**config.mk**
```make
export PLATFORM = sky130hd
export DESIGN_NAME = spi_mstr_ss
export DESIGN_NICKNAME = d
export VERILOG_FILES = /design/src/rtl/spi_pkg.sv /design/src/rtl/spi_sclk_gen.sv /design/src/rtl/spi_mstr_ss.sv
export SDC_FILE = /design/constraint.sdc
export NUM_CORES = 1
export LEC_CHECK = 0
export ABC_CLOCK_PERIOD_IN_PS = 2800
export CORE_UTILIZATION = 35
export CTS_BUF_LIST = sky130_fd_sc_hd__clkbuf_4 sky130_fd_sc_hd__clkbuf_8
export DETAILED_ROUTE_END_ITERATION = 10
export PLACE_DENSITY_LB_ADDON = 0.12
export SLEW_MARGIN = 20
export SYNTH_ARGS = -nofsm -noshare
export SYNTH_HDL_FRONTEND = slang
export SYNTH_SLANG_ARGS = --single-unit
```
**constraint.sdc**
```tcl
create_clock -name clk -period 2.8 [get_ports clk]
set_input_delay 0.42 -clock clk [delete_from_list [all_inputs] [get_ports clk]]
set_output_delay 0.42 -clock clk [all_outputs]
set_load 0.03 [all_outputs]
```
**src/rtl/spi_pkg.sv**
```systemverilog
// Shared types and helpers for the multi-slave-select SPI master.
package spi_pkg;

    typedef enum logic [2:0] {
        IDLE,
        SETUP,
        SHIFT,
        HOLD,
        DONE,
        BURST
    } spi_state_t;

    typedef struct packed {
        logic cpol;
        logic cpha;
    } spi_mode_t;

    localparam spi_mode_t MODE0 = '{cpol: 1'b0, cpha: 1'b0};
    localparam spi_mode_t MODE1 = '{cpol: 1'b0, cpha: 1'b1};
    localparam spi_mode_t MODE2 = '{cpol: 1'b1, cpha: 1'b0};
    localparam spi_mode_t MODE3 = '{cpol: 1'b1, cpha: 1'b1};

    // Width of an index into n items, never below one bit.
    function automatic int clog2_min1(input int n);
        return (n < 2) ? 1 : $clog2(n);
    endfunction

endpackage

```
**src/rtl/spi_sclk_gen.sv**
```systemverilog
// SCLK generator: H-cycle half-period counter, SCLK level and edge strobes.
module spi_sclk_gen #(
    parameter int SCLK_DIV = 16
) (
    input  logic clk,
    input  logic rst,
    input  logic en,
    input  logic toggle_en,
    input  logic load,
    input  logic cpol,
    output logic sclk,
    output logic half_tick,
    output logic lead_edge,
    output logic trail_edge
);

    localparam int H     = SCLK_DIV / 2;
    localparam int CNT_W = $clog2(H);

    logic [CNT_W-1:0] cnt_q;

    always_comb begin
        half_tick  = en && (cnt_q == CNT_W'(H - 1));
        // Leading edge moves SCLK away from its idle level, trailing edge returns it.
        lead_edge  = half_tick && toggle_en && (sclk == cpol);
        trail_edge = half_tick && toggle_en && (sclk != cpol);
    end

    always_ff @(posedge clk) begin
        if (rst) begin
            cnt_q <= '0;
            sclk  <= 1'b0;
        end else begin
            if (!en || half_tick)
                cnt_q <= '0;
            else
                cnt_q <= cnt_q + 1'b1;

            if (load)
                sclk <= cpol;
            else if (half_tick && toggle_en)
                sclk <= ~sclk;
        end
    end

endmodule

```
**src/rtl/spi_mstr_ss.sv**
```systemverilog
// SPI master with NUM_SS decoded active-low selects and per-word CPOL/CPHA.
// Optional SPI_BURST_EN adds keep_ss to hold the select across consecutive words.
module spi_mstr_ss
    import spi_pkg::*;
#(
    parameter int DATA_W   = 16,
    parameter int NUM_SS   = 5,
    parameter int SCLK_DIV = 16
) (
    input  logic                            clk,
    input  logic                            rst,
    input  logic                            wrt,
    input  logic [DATA_W-1:0]               cmd,
    input  logic [clog2_min1(NUM_SS)-1:0]   ss_sel,
    input  logic [1:0]                      mode,
`ifdef SPI_BURST_EN
    input  logic                            keep_ss,
`endif
    input  logic                            MISO,
    output logic                            SCLK,
    output logic                            MOSI,
    output logic [NUM_SS-1:0]               SS_n,
    output logic                            busy,
    output logic                            done,
    output logic [DATA_W-1:0]               data
);

    localparam int SS_W = clog2_min1(NUM_SS);
    localparam int HC_W = $clog2(2 * DATA_W);
    localparam logic [HC_W-1:0] LAST_HALF = HC_W'(2 * DATA_W - 1);

    spi_state_t        state_q, state_nxt;
    spi_mode_t         mode_q, mode_nxt;
    logic [SS_W-1:0]   sel_q, sel_nxt;
    logic              keep_q;
    logic [HC_W-1:0]   hcnt_q;
    logic [DATA_W-1:0] tx_q, rx_q;
    logic              accept, from_burst, en, toggle_en, last_half;
    logic              half_tick, lead_edge, trail_edge, sample, update;

    function automatic logic [NUM_SS-1:0] ss_decode(input logic act, input logic [SS_W-1:0] sel);
        ss_decode = '1;
        for (int i = 0; i < NUM_SS; i++)
            if (act && (sel == SS_W'(i)))
                ss_decode[i] = 1'b0;
    endfunction

    always_comb begin
        accept     = wrt && (state_q inside {IDLE, DONE, BURST});
        from_burst = (state_q == BURST);
        // A word continuing a burst keeps the slave and mode of the first word.
        mode_nxt   = (accept && !from_burst) ? spi_mode_t'(mode) : mode_q;
        sel_nxt    = (accept && !from_burst) ? ss_sel : sel_q;
        en         = state_q inside {SETUP, SHIFT, HOLD};
        toggle_en  = (state_q == SHIFT);
        last_half  = (hcnt_q == LAST_HALF);
        busy       = en;
        sample     = mode_q.cpha ? trail_edge : lead_edge;
        update     = mode_q.cpha ? lead_edge : (trail_edge && !last_half);
    end

    spi_sclk_gen #(
        .SCLK_DIV (SCLK_DIV)
    ) u_sclk_gen (
        .clk        (clk),
        .rst        (rst),
        .en         (en),
        .toggle_en  (toggle_en),
        .load       (accept),
        .cpol       (mode_nxt.cpol),
        .sclk       (SCLK),
        .half_tick  (half_tick),
        .lead_edge  (lead_edge),
        .trail_edge (trail_edge)
    );

`ifdef SPI_BURST_EN
    always_ff @(posedge clk) begin
        if (rst)
            keep_q <= 1'b0;
        else if (accept)
            keep_q <= keep_ss;
    end
`else
    assign keep_q = 1'b0;
`endif

    always_comb begin
        state_nxt = state_q;
        case (state_q)
            IDLE:    if (accept) state_nxt = SETUP;
            SETUP:   if (half_tick) state_nxt = SHIFT;
            SHIFT:   if (half_tick && last_half) state_nxt = HOLD;
            HOLD:    if (half_tick) state_nxt = keep_q ? BURST : DONE;
            DONE:    state_nxt = accept ? SETUP : IDLE;
            BURST:   if (accept) state_nxt = SHIFT;
            default: state_nxt = IDLE;
        endcase
    end

    always_ff @(posedge clk) begin
        if (rst) begin
            state_q <= IDLE;
            mode_q  <= MODE0;
            SS_n    <= '1;
            done    <= 1'b0;
            hcnt_q  <= '0;
        end else begin
            state_q <= state_nxt;
            mode_q  <= mode_nxt;
            SS_n    <= ss_decode(state_nxt inside {SETUP, SHIFT, HOLD, BURST}, sel_nxt);
            if (accept)
                done <= 1'b0;
            else if (state_q == HOLD && half_tick)
                done <= 1'b1;
            if (state_q != SHIFT)
                hcnt_q <= '0;
            else if (half_tick)
                hcnt_q <= hcnt_q + 1'b1;
        end
    end

    always_ff @(posedge clk) begin
        if (rst) begin
            MOSI <= 1'b0;
            data <= '0;
        end else begin
            // CPHA=0 presents the MSB before the first leading edge.
            if (accept && !mode_nxt.cpha)
                MOSI <= cmd[DATA_W-1];
            else if (update)
                MOSI <= tx_q[DATA_W-1];
            if (state_q == HOLD && half_tick)
                data <= rx_q;
        end
    end

    always_ff @(posedge clk) begin
        sel_q <= sel_nxt;
        if (accept)
            tx_q <= mode_nxt.cpha ? cmd : {cmd[DATA_W-2:0], 1'b0};
        else if (update)
            tx_q <= {tx_q[DATA_W-2:0], 1'b0};
        if (sample)
            rx_q <= {rx_q[DATA_W-2:0], MISO};
    end

endmodule
```
# Word-level counts from Yosys, hierarchy flattened
# Cells that the tools add are included.
[word_totals]
register_bits = 72
inputBits = 25
out_inout_bits = 25
word_cells = 88
[op_classes]
n_addsub = 2
n_eq_ne = 18
mux = 23
bitwise = 1
reduce_logical = 31
[op_table]
columns = ["cell", "n"]
rows = [
  ["16-bit two-way mux", 3],
  ["3-bit by 2-bit == test with 1-bit output, second input constant", 6],
  ["3-bit two-way mux", 6],
  ["3-bit one-hot mux with 6 select lines", 1],
  ["3-bit == test, second input constant", 5],
  ["1-bit logical AND", 15],
  ["1-bit two-way mux", 12],
  ["3-bit by 1-bit == test with 1-bit output, second input constant", 3],
  ["3-bit zero test", 2],
  ["2-bit nonzero test", 3],
  ["3-bit nonzero test", 2],
  ["2-bit OR reduction", 3],
  ["5-bit by 1-bit adder with 5-bit output, second input constant", 1],
  ["5-bit == test, second input constant", 1],
  ["1-bit zero test", 4],
  ["4-bit nonzero test", 1],
  ["3-bit by 1-bit adder with 3-bit output, second input constant", 1],
  ["3-bit by 2-bit inequality test with 1-bit output, second input constant", 1],
  ["2-bit two-way mux", 1],
  ["1-bit == test", 1],
  ["1-bit logical OR", 1],
  ["1-bit inequality test", 1],
  ["1-bit inverter", 1],
]

# Depth between registers and ports, before layout
# Gate-level depths: netlist (run 1).
[depth]
word_depth = 11
mapped_depth = 9
depth_no_buf = 7

# Modules after synthesis
# From an unflattened synthesis (run 1), not the netlist that was laid out.
[unflattened]
cells_unflattened = 267
hier_area_um2 = 3085.5
[by_module_without_submodules]
columns = ["module", "n_inst", "cells_per_inst", "area_per_inst_um2", "seq_area_each_um2"]
rows = [
  ["spi_mstr_ss", 1, 247, 2861.5, 1681.6],
  ["spi_sclk_gen", 1, 20, 224.0, 80.1],
]

# Worst setup path before layout (run 1)
# No wires, ideal clock.
[synth_path]
path_kind = "input port to flip-flop"
start = "in wrt"
end = "reg rx_q[0] (enable)"
setup_ns = 0.413
arrival_time_ns = 2.250
required_ns = 2.387
slack_ns = 0.137
path_stages = 4
n_path_buf = 0
cell_sequence = "nor3b_4 a21o_1 a21oi_1 nor3b_1"
[synth_between]
elab_chain_cells = 6
word_cells_on_any_way = 8
classes_between = "eq/ne: 2; mux: 2; reduce/logical: 4"
[synth_rtl]
columns = ["element", "line", "rtl"]
rows = [
  ["start: declaration", "spi_mstr_ss.sv:12", "input logic wrt,"],
  ["1-bit logical AND *", "spi_mstr_ss.sv:49", "accept = wrt && (state_q inside {IDLE, DONE, BURST});"],
  ["1-bit logical AND *", "spi_mstr_ss.sv:52", "mode_nxt = (accept && !from_burst) ? spi_mode_t'(mode) : mode_q;"],
  ["2-bit two-way mux *", "spi_mstr_ss.sv:52", ""],
  ["1-bit == test / 1-bit inequality test (equally long branches)", "spi_sclk_gen.sv:25, spi_sclk_gen.sv:26", ""],
  ["1-bit logical AND (on tied branches)", "spi_sclk_gen.sv:25, spi_sclk_gen.sv:26", ""],
  ["1-bit two-way mux *", "spi_mstr_ss.sv:58", "sample = mode_q.cpha ? trail_edge : lead_edge;"],
  ["named net sample", "spi_mstr_ss.sv:39", "logic half_tick, lead_edge, trail_edge, sample, update;"],
  ["end signal: assignment", "spi_mstr_ss.sv:145", "rx_q <= {rx_q[DATA_W-2:0], MISO};"],
  ["end: declaration", "spi_mstr_ss.sv:37", "logic [DATA_W-1:0] tx_q, rx_q;"],
]
# Mark *: on every way through the listed nets, which the timed path passes. The rest lies on a longest branch.
# A chain may end at the register's enable or synchronous reset.

# Worst setup path after layout (run 1)
[layout_path]
start = "reg state_q[1]"
end = "out busy"
[layout_between]
elab_chain_cells = 2
word_cells_on_any_way = 4
classes_between = "eq/ne: 3; reduce/logical: 1"
[layout_rtl]
columns = ["element", "line", "rtl"]
rows = [
  ["start: declaration", "spi_mstr_ss.sv:32", "spi_state_t state_q, state_nxt;"],
  ["start signal: assignment", "spi_mstr_ss.sv:109", "state_q <= state_nxt;"],
  ["3-bit by 1-bit == test with 1-bit output / 3-bit by 2-bit == test with 1-bit output (equally long branches)", "spi_mstr_ss.sv:54", "en = state_q inside {SETUP, SHIFT, HOLD};"],
  ["3-bit nonzero test *", "spi_mstr_ss.sv:54", ""],
  ["end: declaration", "spi_mstr_ss.sv:23", "output logic busy,"],
]
# Mark *: on every way between the ends. The rest lies on a longest branch, timed or not.

==> flow_metrics.env, run 1 <==
export IMPL_outcome="completed"
export IMPL_layout_setup_ws_ns=0.219
export IMPL_hold_viol_final=0
export IMPL_cts_resized=0
export IMPL_grt_pass1_vias=2022
export IMPL_synth_seq_cells=72
export IMPL_viasPerCell=4.71
export IMPL_min_to="u_sclk_gen.cnt_q[0]"
export IMPL_cts_root_buf="clkbuf_8"
export IMPL_grt_max_degree=31
export IMPL_fin_nets=360
export IMPL_die_height_um=93.3
export IMPL_end_kind="primary output"
export IMPL_yosysUniqueCellTypes=37
export IMPL_path_clk_slew_ns=0.07
export IMPL_gp_congestion=0.749
export IMPL_drt_iter0_drc=67
export IMPL_post_cts_buffers=0
export IMPL_cts_max_level=3
export IMPL_place_port_buffers=49
export IMPL_worstSetupStartpointType="flip-flop"
export IMPL_cp_required_ns=2.38
export IMPL_path_cells="nor2_1, nor2_1, clkdlybuf4s50_1"
export IMPL_clock_power_share=0.349
export IMPL_max_freq_mhz=387
export IMPL_p_sw_frac=0.244
export IMPL_path_class="reg -> out"
export IMPL_r2r_slack_ns=0.57
export IMPL_leakagePower_nw=1.38
export IMPL_maxSlewHeadroom=0.562
export IMPL_crit_path_max_fanout=14
export IMPL_final_util=0.473
export IMPL_grt_busiest_layer="met2"
export IMPL_met3_usage=0.0374
export IMPL_pwr_share_seq=0.549
export IMPL_hold_buffers=0
export IMPL_die_w_um=93.3
export IMPL_io_pin_count=50
export IMPL_combPwrFrac=0.102
export IMPL_gr_usage_all_layers=0.145
export IMPL_grt_pass1_wl_mm=9.67
export IMPL_setup_viol=0
export IMPL_met1_usage=0.196
export IMPL_synth_area_per_cell_um2=10.5
export IMPL_peakVddDrop_mv=0.238
export IMPL_ys_seq_area_frac=0.603
export IMPL_slew_violations=0
export IMPL_grt_overflow_total=0
export IMPL_crit_path_frequent_cell="nor2_1"
export IMPL_grtUsageMet2=0.220
export IMPL_cts_tree="done"
export IMPL_worst_slew_pin_slew_ns=0.655
export IMPL_dpl_hpwl_mm=3.70
export IMPL_power_density_nw_per_um2=565
export IMPL_start_util=0.370
export IMPL_r2r_start="u_sclk_gen.cnt_q[0]"
export IMPL_insertion_delay_ns=0.34
export IMPL_cp_arrival_ns=2.16
export IMPL_ant_nets=0
export IMPL_mostFrequentLayoutCell="nand2_1"
export IMPL_totalWireLength_mm=5.49
export IMPL_numCtsBuffers=9
export IMPL_finalCriticalPeriod_ns=2.58
export IMPL_area_growth_pct=27.8
export IMPL_r2r_cells=6
export IMPL_finClkSkew_ns=0.00843
export IMPL_syn_area_um2=2920
export IMPL_firstDrtPassIters=4
export IMPL_clockBufferDepth=2
export IMPL_n_antenna_cell=0
export IMPL_final_cell_mix="nand2_1, clkdlybuf4s50_1, dfxtp_1"
export IMPL_vias=2064
export IMPL_finalCritPeriodShare=0.922
export IMPL_drt_wirelength_per_cell_um=12.5
export IMPL_drive_gt1_frac=0.0923
export IMPL_switchingPower_uw=515
export IMPL_cts_sinks=72
export IMPL_slowest_stage="clkdlybuf4s50_1"
export IMPL_drv_cap=0
export IMPL_r2r_end="tx_q[5]"
export IMPL_yosys_warnings=0
export IMPL_critPathMaxStageDelay_ns=0.74
export IMPL_die_area_um2=8710
export IMPL_synth_cells=278
export IMPL_syn_nets=307
export IMPL_place_ws_ns=0.230
export IMPL_fillers=761
export IMPL_rsz0062_at_grt="false"
export IMPL_drc_errors=0
export IMPL_min_path_type="reg -> reg"
export IMPL_core_area_um2=7890
export IMPL_p_total_mw=2.11
export IMPL_antenna_found_initial=0
export IMPL_p_int_mw=1.59
export IMPL_hp_start="u_sclk_gen.cnt_q[0]"
export IMPL_whs_path_depth=1
export IMPL_finalSetupTns_ns=0
export IMPL_row_count=32
## cell usage after synthesis (all sizes together)
cell type | number | area (um^2)
nand3 | 12 | 60.1
xor2 | 3 | 26.3
a2111o | 1 | 11.3
nand2 | 56 | 210
a31oi | 1 | 6.26
a311oi | 1 | 15.0
nor3b | 2 | 26.3
dfxtp | 40 | 801
a211oi | 2 | 15.0
o21ai | 19 | 98.9
nand2b | 3 | 18.8
xnor2 | 1 | 8.76
or3 | 2 | 12.5
mux2i | 18 | 184
and3 | 2 | 12.5
a21boi | 1 | 7.51
buf | 2 | 12.5
nor4 | 1 | 6.26
nand4 | 1 | 6.26
a21oi | 23 | 115
nor2 | 16 | 60.1
ha | 4 | 50.1
a21o | 2 | 15.0
nor3 | 4 | 20.0
clkbuf | 12 | 45.0
mux2 | 2 | 22.5
a21bo | 1 | 10.0
nor2b | 6 | 37.5
inv | 4 | 15.0
edfxtp | 32 | 961
nand4bb | 1 | 11.3
and2 | 3 | 18.8
## logic make-up (layout without fill, tap and decap cells)
| family | Yosys count | in the layout | synth area share |
|---|---|---|---|
| AND/OR/NAND/NOR | 109 | 109 | 0.171 |
| multiplexers | 20 | 20 | 0.0707 |
| adder cells (fa/ha/maj) | 4 | 4 | 0.0171 |
| flip-flops | 72 | 72 | 0.603 |
| XOR/XNOR | 4 | 4 | 0.0120 |
| AO/OA/AOI/OAI | 51 | 51 | 0.101 |
| buffers and inverters | 18 | 76 | 0.0248 |
## how the worst max path moves through the flow
stage / startpoint / slack, ns / to / cells after the start
after floorplan: wrt / 0.14 / rx_q[0] / 4
after global placement: wrt / 0.26 / tx_q[9] / 7
after detailed placement: wrt / 0.23 / tx_q[9] / 7
after CTS: state_q[1] / 0.21 / busy / 3
after global routing: state_q[1] / 0.04 / busy / 3
final: state_q[1] / 0.22 / busy / 3
## cell type report
type                            instances  area, um^2  share of cell area
Clock buffer                           10         138              0.0369
Timing Repair Buffer                   56         556               0.149
Multi-Input combinational cell        188        1090               0.292
Sequential cell                        72        1760               0.472
Inverter                                4        15.0             0.00402
Tap cell                              102         128              0.0342
Clock inverter                          6        43.8              0.0117
## power by group through the flow
stage               sequential [mW]  clock, mW  combinational [mW]
finish                         1.16      0.735               0.215
global route                   1.16      0.822               0.240
CTS                            1.16      0.769               0.219
detailed placement             1.18          0               0.218
global placement               1.18          0               0.217
floorplan                      1.19          0               0.120
## metrics by stage
step / cell area (um^2) / hold WS, ns / instances
final: 3730 / 0.439 / 438
after global routing: 3730 / 0.462 / 438
after CTS: 3730 / 0.447 / 438
after detailed placement: 3550 / 0.436 / 422
after global placement: 3550 / 0.413 / 422
after floorplan: 2920 / 0.398 / 278
## layer usage
layer / routed length [um] / share of wire / vias to the layer above
li1: - / - / 1078
met1: 2730 / 0.50 / 938
met2: 2430 / 0.44 / 41
met3: 262 / 0.048 / 7
met4: 77 / 0.014 / 0
met5: 0 / 0 / -
## worst max-delay path, delay by kind of cell (launching register included)
| family | cells | cell delay, ns |
|---|---|---|
| buffers and inverters | 1 | 0.74 |
| flip-flops | 1 | 0.66 |
| AND/OR/NAND/NOR | 2 | 0.42 |
## sequential cells by signal, indices dropped and copies added, names as in the netlist
name / flops
done: 1
tx_q: 16
state_q: 3
u_sclk_gen.cnt_q: 3
MOSI: 1
hcnt_q: 5
SS_n: 5
sel_q: 3
data: 16
mode_q: 2
u_sclk_gen.sclk: 1
rx_q: 16
Note: power is estimated with default switching activity, not from simulation.
==> run 2: changes to the inputs <==
--- a/config.mk
+++ b/config.mk
@@ -8,6 +8,7 @@
 export ABC_CLOCK_PERIOD_IN_PS = 2800
 export CORE_UTILIZATION = 35
 export CTS_BUF_LIST = sky130_fd_sc_hd__clkbuf_4 sky130_fd_sc_hd__clkbuf_8
+export CTS_CLUSTER_SIZE = 40
 export DETAILED_ROUTE_END_ITERATION = 10
 export PLACE_DENSITY_LB_ADDON = 0.12
 export SLEW_MARGIN = 20
==> results of run 2 <==
Final layout, timing and power as in run 1 (identical DEF).
==> run 3: changes to the inputs <==
--- a/config.mk
+++ b/config.mk
@@ -6,10 +6,13 @@
 export NUM_CORES = 1
 export LEC_CHECK = 0
 export ABC_CLOCK_PERIOD_IN_PS = 2800
+export CORE_MARGIN = 1.5
 export CORE_UTILIZATION = 35
 export CTS_BUF_LIST = sky130_fd_sc_hd__clkbuf_4 sky130_fd_sc_hd__clkbuf_8
 export CTS_CLUSTER_SIZE = 40
 export DETAILED_ROUTE_END_ITERATION = 10
+export GPL_TIMING_DRIVEN = 1
+export HOLD_SLACK_MARGIN = 0.1
 export PLACE_DENSITY_LB_ADDON = 0.12
 export SLEW_MARGIN = 20
 export SYNTH_ARGS = -nofsm -noshare
==> flow_metrics.env, run 3 (synthesized netlist as in run 1, its figures left out) <==
export IMPL_vias=2082
export IMPL_drv_cap=0
export IMPL_place_ws_ns=0.278
export IMPL_final_cell_mix="nand2_1, clkdlybuf4s50_1, dfxtp_1"
export IMPL_drive_gt1_frac=0.0979
export IMPL_place_area_um2=3570
export IMPL_dpl_hpwl_mm=3.76
export IMPL_p_sw_frac=0.255
export IMPL_core_area_um2=8130
export IMPL_ant_nets=0
export IMPL_gr_usage_all_layers=0.146
export IMPL_hold_viol_final=0
export IMPL_pwr_share_seq=0.546
export IMPL_holdWs_ns=0.434
export IMPL_maxSlewHeadroom=0.331
export IMPL_switchingPower_uw=540
export IMPL_p_int_mw=1.58
export IMPL_critPathMaxStageDelay_ns=0.67
export IMPL_slowest_stage="clkdlybuf4s50_1"
export IMPL_gp_congestion=0.776
export IMPL_cts_tree="done"
export IMPL_clockBufferDepth=2
export IMPL_insertion_delay_ns=0.35
export IMPL_fin_area_um2=3740
export IMPL_antenna_found_initial=0
export IMPL_peakVddDrop_mv=0.331
export IMPL_r2r_start="state_q[0]"
export IMPL_numCtsBuffers=9
export IMPL_clock_power_share=0.352
export IMPL_firstDrtPassIters=4
export IMPL_placed_cells=426
export IMPL_finClkSkew_ns=0.0123
export IMPL_finalCriticalPeriod_ns=2.48
export IMPL_cts_resized=0
export IMPL_p_total_mw=2.12
export IMPL_worst_slew_pin_slew_ns=1.00
export IMPL_area_growth_pct=28.1
export IMPL_outcome="completed"
export IMPL_setup_viol=0
export IMPL_r2r_end="tx_q[2]"
export IMPL_die_area_um2=8900
export IMPL_totalWireLength_mm=5.69
export IMPL_die_w_um=94.3
export IMPL_cp_required_ns=2.38
export IMPL_hp_start="u_sclk_gen.cnt_q[0]"
export IMPL_path_class="reg -> out"
export IMPL_grt_max_degree=32
export IMPL_n_antenna_cell=0
export IMPL_worstSetupStartpointType="flip-flop"
export IMPL_combPwrFrac=0.103
export IMPL_mostFrequentLayoutCell="nand2_1"
export IMPL_cts_sinks=72
export IMPL_layout_setup_ws_ns=0.318
export IMPL_min_to="u_sclk_gen.cnt_q[0]"
export IMPL_place_port_buffers=49
export IMPL_drc_errors=0
export IMPL_fillers=784
export IMPL_max_freq_mhz=403
export IMPL_leakagePower_nw=1.38
export IMPL_min_path_type="reg -> reg"
export IMPL_fin_nets=361
export IMPL_rsz0062_at_grt="false"
export IMPL_row_count=33
export IMPL_die_height_um=94.3
export IMPL_start_util=0.359
export IMPL_slew_violations=0
export IMPL_post_cts_buffers=0
export IMPL_final_util=0.460
export IMPL_cts_max_level=3
export IMPL_cts_root_buf="clkbuf_8"
export IMPL_top_regs="data: 16 flops, rx_q: 16 flops, tx_q: 16 flops"
export IMPL_path_cells="nor2_1, nor2_1, buf_4, clkdlybuf4s50_1"
export IMPL_r2r_slack_ns=0.57
export IMPL_drt_iter0_drc=116
export IMPL_finalNonFillerCells=442
export IMPL_power_density_nw_per_um2=567
export IMPL_crit_path_frequent_cell="nor2_1"
export IMPL_cp_arrival_ns=2.06
export IMPL_grt_pass1_vias=2037
export IMPL_io_pin_count=50
export IMPL_viasPerCell=4.71
export IMPL_finalSetupTns_ns=0
export IMPL_drt_wirelength_per_cell_um=12.9
export IMPL_finalCritPeriodShare=0.886
export IMPL_r2r_cells=4
export IMPL_end_kind="primary output"
export IMPL_path_clk_slew_ns=0.08
export IMPL_whs_path_depth=1
export IMPL_grt_overflow_total=0
export IMPL_grt_pass1_wl_mm=9.80
export IMPL_crit_path_max_fanout=14
export IMPL_hold_buffers=0
-- run 3: cell types whose count changed in the layout (fill, tap and decap cells not counted), sizes merged --
| cell | delta |
|---|---|
| clkinvlp | +1 |
| clkinv | -2 |
| buf | +1 |
| inv | +1 |
-- run 3: worst max-delay path by stage --
stage	end	slack [ns]	depth (start not counted)	from
2_1_floorplan	rx_q[0]	0.14	4	wrt
5_1_grt	busy	0.13	4	state_q[1]
4_1_cts	busy	0.30	4	state_q[1]
6_report	busy	0.32	4	state_q[1]
3_3_place_gp	tx_q[0]	0.32	6	wrt
3_5_place_dp	tx_q[2]	0.28	6	wrt
-- run 3: layout make-up --
| type | instances | area (um^2) | area share |
|---|---|---|---|
| Timing Repair Buffer | 57 | 563 | 0.151 |
| Tap cell | 105 | 131 | 0.0351 |
| Clock buffer | 10 | 131 | 0.0351 |
| Clock inverter | 6 | 43.8 | 0.0117 |
| Multi-Input combinational cell | 188 | 1090 | 0.293 |
| Sequential cell | 72 | 1760 | 0.471 |
| Inverter | 4 | 15.0 | 0.00401 |
-- run 3: power by group through the flow --
stage	clock (mW)	sequential (mW)	combinational, mW
finish	0.746	1.16	0.218
global route	0.825	1.16	0.243
CTS	0.777	1.16	0.222
detailed placement	0	1.18	0.221
global placement	0	1.18	0.219
floorplan	0	1.19	0.120
-- run 3: per-layer routing --
| metal | track usage | part of all wire |
|---|---|---|
| met5 | 0 | 0 |
| met4 | 0.0485 | 0.014 |
| met3 | 0.0604 | 0.056 |
| met2 | 0.217 | 0.44 |
| met1 | 0.193 | 0.49 |
-- run 3: worst max-delay path: cells and delay by family, from the launching register on --
family                 cells  cell delay [ns]
buffers and inverters      2             0.81
DFF                        1             0.66
and+or+nand+nor            2             0.24
